<file path="src/rtl/mux_select_sequencer_if.sv">
// Control bundle between the VGA input-conditioning/sync stage and the
// colour-function multiplexer select sequencer.
//   frame_start  : one-cycle pulse at start of vertical blanking
//   next_btn     : synchronized, debounced button level
//   auto_mode    : 1 = timed auto-advance, 0 = manual button advance
//   enable_mask  : bit i = 1 allows function i to be selected
//   selection    : registered 2-bit mux select
//   sel_changed  : one-cycle pulse when selection takes a new value
//   pending      : manual advance armed, waiting for next frame_start
// master modport drives the inputs (bench / upstream logic), slave modport is
// the sequencer itself.
interface mux_select_sequencer_if;
  logic       frame_start;
  logic       next_btn;
  logic       auto_mode;
  logic [3:0] enable_mask;
  logic [1:0] selection;
  logic       sel_changed;
  logic       pending;

  modport master (
    output frame_start, next_btn, auto_mode, enable_mask,
    input  selection, sel_changed, pending
  );

  modport slave (
    input  frame_start, next_btn, auto_mode, enable_mask,
    output selection, sel_changed, pending
  );
endinterface

</file>
<file path="src/rtl/mux_select_sequencer.sv">
// Drives the 2-bit select of the VGA colour-function multiplexer. The select
// advances on a button press (manual) or every FRAME_DIV frames (auto), but
// only ever changes on a frame_start cycle so a frame is never split between
// two patterns. Disabled functions are skipped; if the current function gets
// disabled, the select recovers to the next enabled one at the frame boundary.
// Ports:
//   clk   : pixel clock, all state on posedge
//   reset : synchronous, active-high
//   bus   : mux_select_sequencer_if.slave (see interface header)
module mux_select_sequencer #(
  parameter int FRAME_DIV       = 60,
  parameter int FRAME_CNT_WIDTH = 8
) (
  input  logic                   clk,
  input  logic                   reset,
  mux_select_sequencer_if.slave  bus
);

  typedef enum logic {IDLE, ARMED} state_e;

  localparam logic [FRAME_CNT_WIDTH-1:0] DIV_M1 = FRAME_CNT_WIDTH'(FRAME_DIV - 1);

  state_e                     state_q, state_d;
  logic [FRAME_CNT_WIDTH-1:0] cnt_q, cnt_d;
  logic                       btn_q, btn_d;
  logic [1:0]                 sel_q, sel_d;
  logic                       chg_q, chg_d;

  logic                       press;
  logic                       adv_req;
  logic [2:0]                 nxt;

  // Returns {found, index} of the first enabled function after cur, searching
  // cur+1, cur+2, cur+3 (mod 4). Iterating downwards lets the nearest hit win.
  function automatic logic [2:0] find_next(input logic [1:0] cur,
                                           input logic [3:0] mask);
    logic [2:0] res;
    logic [1:0] idx;
    res = 3'b000;
    for (int k = 3; k >= 1; k--) begin
      idx = cur + 2'(k);
      if (mask[idx]) res = {1'b1, idx};
    end
    return res;
  endfunction

  always_ff @(posedge clk) begin
    if (reset) begin
      state_q <= IDLE;
      cnt_q   <= '0;
      btn_q   <= 1'b0;
      sel_q   <= 2'd0;
      chg_q   <= 1'b0;
    end else begin
      state_q <= state_d;
      cnt_q   <= cnt_d;
      btn_q   <= btn_d;
      sel_q   <= sel_d;
      chg_q   <= chg_d;
    end
  end

  always_comb begin
    press   = bus.next_btn & ~btn_q;
    btn_d   = bus.next_btn;
    state_d = state_q;
    cnt_d   = cnt_q;
    adv_req = 1'b0;
    sel_d   = sel_q;
    chg_d   = 1'b0;
    nxt     = find_next(sel_q, bus.enable_mask);

    if (bus.auto_mode) begin
      // Auto mode owns the advance; any armed manual request is discarded.
      state_d = IDLE;
      if (bus.frame_start) begin
        if (cnt_q == DIV_M1) begin
          cnt_d   = '0;
          adv_req = 1'b1;
        end else begin
          cnt_d = cnt_q + 1'b1;
        end
      end
    end else begin
      cnt_d = '0;
      case (state_q)
        IDLE: begin
          if (press) begin
            if (bus.frame_start) adv_req = 1'b1;
            else                 state_d = ARMED;
          end
        end
        ARMED: begin
          // Further presses are dropped: at most one advance per frame.
          if (bus.frame_start) begin
            adv_req = 1'b1;
            state_d = IDLE;
          end
        end
        default: state_d = IDLE;
      endcase
    end

    if (bus.frame_start) begin
      if (bus.enable_mask == 4'b0000) begin
        sel_d = 2'd0;
      end else if (!bus.enable_mask[sel_q] || (adv_req && nxt[2])) begin
        // A nonzero mask with the current bit clear always yields a hit.
        sel_d = nxt[1:0];
      end
      chg_d = (sel_d != sel_q);
    end
  end

  assign bus.selection   = sel_q;
  assign bus.sel_changed = chg_q;
  assign bus.pending     = (state_q == ARMED);

endmodule
</file>
<file path="src/flat_wrapper.sv">
// flat-port wrapper written by rule: the top's interface ports become plain ports
module mux_select_sequencer_flat 
#(
  parameter int FRAME_DIV       = 60,
  parameter int FRAME_CNT_WIDTH = 8
)
  (clk, reset, bus_frame_start, bus_next_btn, bus_auto_mode, bus_enable_mask, bus_selection, bus_sel_changed, bus_pending);
  mux_select_sequencer_if bus_i ();
  input  logic clk;
  input  logic reset;
  input wire logic [$bits(bus_i.frame_start)-1:0] bus_frame_start;
  input wire logic [$bits(bus_i.next_btn)-1:0] bus_next_btn;
  input wire logic [$bits(bus_i.auto_mode)-1:0] bus_auto_mode;
  input wire logic [$bits(bus_i.enable_mask)-1:0] bus_enable_mask;
  output wire logic [$bits(bus_i.selection)-1:0] bus_selection;
  output wire logic [$bits(bus_i.sel_changed)-1:0] bus_sel_changed;
  output wire logic [$bits(bus_i.pending)-1:0] bus_pending;
  assign bus_i.frame_start = bus_frame_start;
  assign bus_i.next_btn = bus_next_btn;
  assign bus_i.auto_mode = bus_auto_mode;
  assign bus_i.enable_mask = bus_enable_mask;
  assign bus_selection = bus_i.selection;
  assign bus_sel_changed = bus_i.sel_changed;
  assign bus_pending = bus_i.pending;
  mux_select_sequencer #(.FRAME_DIV(FRAME_DIV), .FRAME_CNT_WIDTH(FRAME_CNT_WIDTH)) u_core (.clk(clk), .reset(reset), .bus(bus_i));
endmodule
</file>
<file path="config.mk">
export PLATFORM = sky130hd
export DESIGN_NAME = mux_select_sequencer_flat
export DESIGN_NICKNAME = d
export VERILOG_FILES = /design/src/rtl/mux_select_sequencer_if.sv /design/src/rtl/mux_select_sequencer.sv /design/src/flat_wrapper.sv
export SDC_FILE = /design/constraint.sdc
export NUM_CORES = 1
export LEC_CHECK = 0
export ABC_CLOCK_PERIOD_IN_PS = 3800
export CAP_MARGIN = 10
export CORE_MARGIN = 2
export CORE_UTILIZATION = 57
export CTS_BUF_LIST = sky130_fd_sc_hd__clkbuf_8
export DETAILED_ROUTE_END_ITERATION = 10
export PLACE_DENSITY = 0.84
export SYNTH_ARGS = -nofsm -noshare
export SYNTH_HDL_FRONTEND = slang
export SYNTH_SLANG_ARGS = --single-unit
</file>
<file path="constraint.sdc">
create_clock -name clk -period 3.8 [get_ports clk]
set_input_delay 0.95 -clock clk [delete_from_list [all_inputs] [get_ports clk]]
set_output_delay 0.95 -clock clk [all_outputs]
set_load 0.05 [all_outputs]
</file>
# == Yosys cells after proc, flatten, opt, wreduce, memory -nomap -nowiden ==
# Index checks and enable logic that the tools add are counted.
# word_totals
reg_bits,13
latch_bits,0
ramBits,0
romBits,0
in_bits,9
out_inout_bits,4
word_cells,51
n_memories,0
# classes
n_addsub,4
multipliers,0
n_div,0
n_lt_le_gt_ge,4
eq_ne,2
n_shift,0
mux,24
n_bitwise,5
n_reduce_logical,7
# op_table
operator,n
"2-bit by 3-bit < comparator with 1-bit output, second input constant",4
1-bit 2-to-1 mux,11
3-bit 2-to-1 mux,3
"8-bit by 1-bit adder with 8-bit output, second input constant",1
1-bit binary-select mux with 2-bit select,4
"8-bit by 6-bit == test with 1-bit output, second input constant",1
8-bit 2-to-1 mux,1
2-bit 2-to-1 mux,3
2-bit OR reduction,3
"2-bit adder, second input constant",2
4-bit logical NOT,1
1-bit NOT,4
1-bit one-hot mux with 2 select lines,2
"2-bit by 1-bit adder with 2-bit output, second input constant",1
2-bit inequality test,1
1-bit bitwise AND,1
1-bit logical AND,1
1-bit logical NOT,1
1-bit logical OR,1

# == Logic depth before layout (Yosys ltp) ==
# depth
depth_word,12
mapped_depth,7
depth_no_buf,7

# == Worst setup path after synthesis ==
# OpenSTA, ideal clock, no wires.
# synth_timing
path_kind,input-to-reg
from,in bus_enable_mask[1]
to,reg u_core.chg_q (netlist: u_core.bus.sel_changed)
t_arrival_ps,2176
required_time_ps,3678
slack_ps,1502
stages,6
path_buffers,0
path_cell_list,or3_1 > o31a_1 > o221ai_2 > a2bb2oi_1 > and4b_1 > a311o_1
# synth_between
elab_chain_len,11
word_cells_on_any_way,19
classes_between,1 x eq/ne; 14 x mux; 4 x reduce/logical
# synth_lines
item,line_no,rtl
"start, declared",flat_wrapper.sv:14,input wire logic [$bits(bus_i.enable_mask)-1:0] bus_enable_mask;
1-bit binary-select mux with 2-bit select,mux_select_sequencer.sv:42,"if (mask[idx]) res = {1'b1, idx};"
1-bit 2-to-1 mux (not written as such),mux_select_sequencer.sv:42,
3-bit 2-to-1 mux (3 in a row),mux_select_sequencer.sv:42,
1-bit logical AND,mux_select_sequencer.sv:107,end else if (!bus.enable_mask[sel_q] || (adv_req && nxt[2])) begin
1-bit logical OR,mux_select_sequencer.sv:107,
2-bit 2-to-1 mux,mux_select_sequencer.sv:107,
2-bit 2-to-1 mux *,mux_select_sequencer.sv:105,if (bus.enable_mask == 4'b0000) begin
2-bit 2-to-1 mux *,mux_select_sequencer.sv:104,if (bus.frame_start) begin
2-bit inequality test *,mux_select_sequencer.sv:111,chg_d = (sel_d != sel_q);
"end signal, assigned",mux_select_sequencer.sv:59,chg_q <= chg_d;
"end, declared",mux_select_sequencer.sv:27,"logic chg_q, chg_d;"
# Mark *: on every way between the ends. The rest lies on a longest branch, timed or not. The select of a mux whose other input is x is not followed.
# A chain may end at the register's enable or synchronous reset.

# == Worst setup path after layout ==
# Ends and elaborated chain as after synthesis.

==> flow_summary.yaml <==
critical_path:
  crit_path_max_fanout: 6
  worst_ep_arrival_time_ns: 2.79
  endpoint_kind: "flop"
  start_kind: "input port"
  crit_required_ns: 3.93
  path_class: "in2reg"
layout:
  layout.area.seq_sq_um: 260
  nets: 113
  fillers: 105
  drive_gt1_share_pct: 5.88
  multi_input_area_sq_um: 473
  area_growth_pct: 22.7
  antenna_cells: 0
route:
  vias: 685
  drt-initial-drc-count: 13
  final_antenna_net_count: 0
  routed_wl_um: 1550
  dr.pass1.iters: 4
  post-route-drc-count: 0
  post_drt_wl_per_cell_um: 13.2
  via_per_inst: 5.85
timing:
  slew_headroom_pct: 67.1
  finClkSkew_ns: 0.00381
  period_minus_slack_ns: 2.66
  tns_ns: 0
  hold_viol: 0
  worstMarginPinSlew_ns: 0.491
  holdWs_ns: 0.497
  post-route-period-util_pct: 70.1
  rsz0062_at_grt: "false"
  setup_violations: 0
  slew_violations: 0
  max_freq_ghz: 0.375
yosys:
  synthesis.instances: 89
  synth_cell_type_count: 33
  ys_ff_latch: 13
  synthArstFlopShare_pct: 0
  synth-edff-count: 0
  synth_area_sq_um: 751
  ys.flop_type: "dfxtp_1"
  ys_top_cells_by_area: "dfxtp_1 (35%), xor2_1 (8.2%), nor2_1 (6.0%)"
  ys.warnings.count: 0
  yosysTopAreaCell: "dfxtp_1"
  synth_top_cell_area_share_pct: 34.7
  yosysSeqAreaShare_pct: 34.7
  syn_nets: 99
  syn_avg_cell_area_sq_um: 8.44
  synth_commonest_cells: "dfxtp_1 (13), nor2_1 (12), xor2_1 (7)"
  yosysMostFrequentCell: "dfxtp_1"
flow_run:
  max_cap_violations: 0
global_routing:
  grt_use_total_pct: 22.5
  grt_pass1_wl_um: 2270
  overflow: 0
  antenna_found_initial: 0
  grt_pass1_vias: 567
  grt_max_degree: 15
status:
  outcome: "finished clean"
power:
  ir_drop_uv: 295
  power.leakage_nw: 0.341
  power_density_nw_per_um2: 359
floorplan:
  core_sq_um: 1270
  io_pins: 13
  fp.dieH_um: 40.3
  start_util_pct: 59.2
  row_count: 13
  dieArea_sq_um: 1620
  die_w_um: 40.3
clocking:
  h-tree-depth: 1
  cts.path.max_buffers: 2
  post_cts_buffers: 0
  clk_pin_slew_worst_paths_ns: 0.05
  post_cts_resized: 0
  hold_buffers: 0
  cts_tree: "yes"
  insertion_delay_ns: 0.24
  cts_inserted_buffers: 3
  numClockSinks: 13
  clock-root-buffer: "clkbuf_8"
placed_design:
  port_buffers: 12
  place.detailed.hpwl_um: 1160
  place.gp.congestion: 0.779
worst_hold_path:
  min_path_type: "reg2reg"
==> state kept, by name, indices dropped and copies added, names as in the netlist <==
register,count
u_core.bus.sel_changed,1
u_core.bus.selection,2
u_core.bus.pending,1
u_core.cnt_q,8
u_core.btn_q,1
==> worst paths after layout <==
check,startpoint,end,slack [ns],cells past startpoint
worst max register to register,u_core.cnt_q[0]$_SDFFE_PP0P_,u_core.bus.sel_changed$_SDFF_PP0_,1.78,7
worst min-delay path,u_core.bus.pending$_SDFF_PP0_,u_core.bus.pending$_SDFF_PP0_,0.50,2
worst min register to register,u_core.bus.pending$_SDFF_PP0_,u_core.bus.pending$_SDFF_PP0_,0.50,2
worst max-delay path,bus_enable_mask[1],u_core.bus.sel_changed$_SDFF_PP0_,1.14,7
==> worst max-delay path: stages <==
cell and delay (ns):
clkdlybuf4s50_1 0.50, or3_1 0.43, o31a_1 0.26, o221ai_2 0.08, a2bb2oi_1 0.13, and4b_1 0.19, a311o_1 0.26
==> layout by cell type, fill, tap and decap left out, types with 2 or more instances in the layout <==
cell type and instances:
xor2_1 7, nand2b_1 4, nor2_1 12, clkbuf_8 3, nand4_1 4, dfxtp_1 13, nand3_1 2, a21oi_1 6
mux2i_1 3, nor3_1 2, inv_1 2, nand2_1 6, and4b_1 2, o21ai_0 2, nor2b_1 4, clkdlybuf4s50_1 12
and3_1 2
==> logic make-up after synthesis <==
family	count (synthesis)	synth area share [%]
simple gates	42	30.0
compound gates	18	18.0
flops	13	34.7
xor+xnor	8	9.33
buf+inv	4	2.33
mux	3	4.00
fa+ha+maj	1	1.67
==> through the flow <==
step	worst slack (ns)	area [sq um]	instances	power [mW]	utilization [%]
after floorplan	1.50	751	89	0.191	-
after global placement	0.948	876	113	0.213	69.0
after detailed placement	0.892	876	113	0.214	69.0
after CTS	1.14	921	117	0.334	72.6
after global routing	1.04	921	117	0.346	72.6
final	1.14	921	117	0.331	72.6
==> final cells by class <==
cell class / count / area share [%]
inverter: 1 / 0.408
clock inverter: 1 / 0.408
sequential: 13 / 28.3
multi-input combinational: 72 / 51.4
timing repair buffer: 12 / 13.0
tap: 15 / 2.04
clock buffer: 3 / 4.48
==> where the power goes <==
part	internal (mW)	switching (mW)	leakage, nW	total [mW]
sequential	0.141	0.00702	0.106	0.148
clock	0.0712	0.0472	0.0269	0.118
combinational	0.0295	0.0347	0.208	0.0642
total	0.242	0.0889	0.341	0.331
==> per-layer routing <==
layer | GRT usage, % | part of all wire [%] | wire length (um) | vias up
met4 | 12.5 | 1.4 | 21 | 0
met3 | 8.33 | 5.2 | 80 | 4
met5 | 0 | 0 | 0 | -
met2 | 34.7 | 46 | 717 | 11
met1 | 26.9 | 47 | 727 | 324
li1 | - | - | - | 346
(Power assumes the default switching activity.)
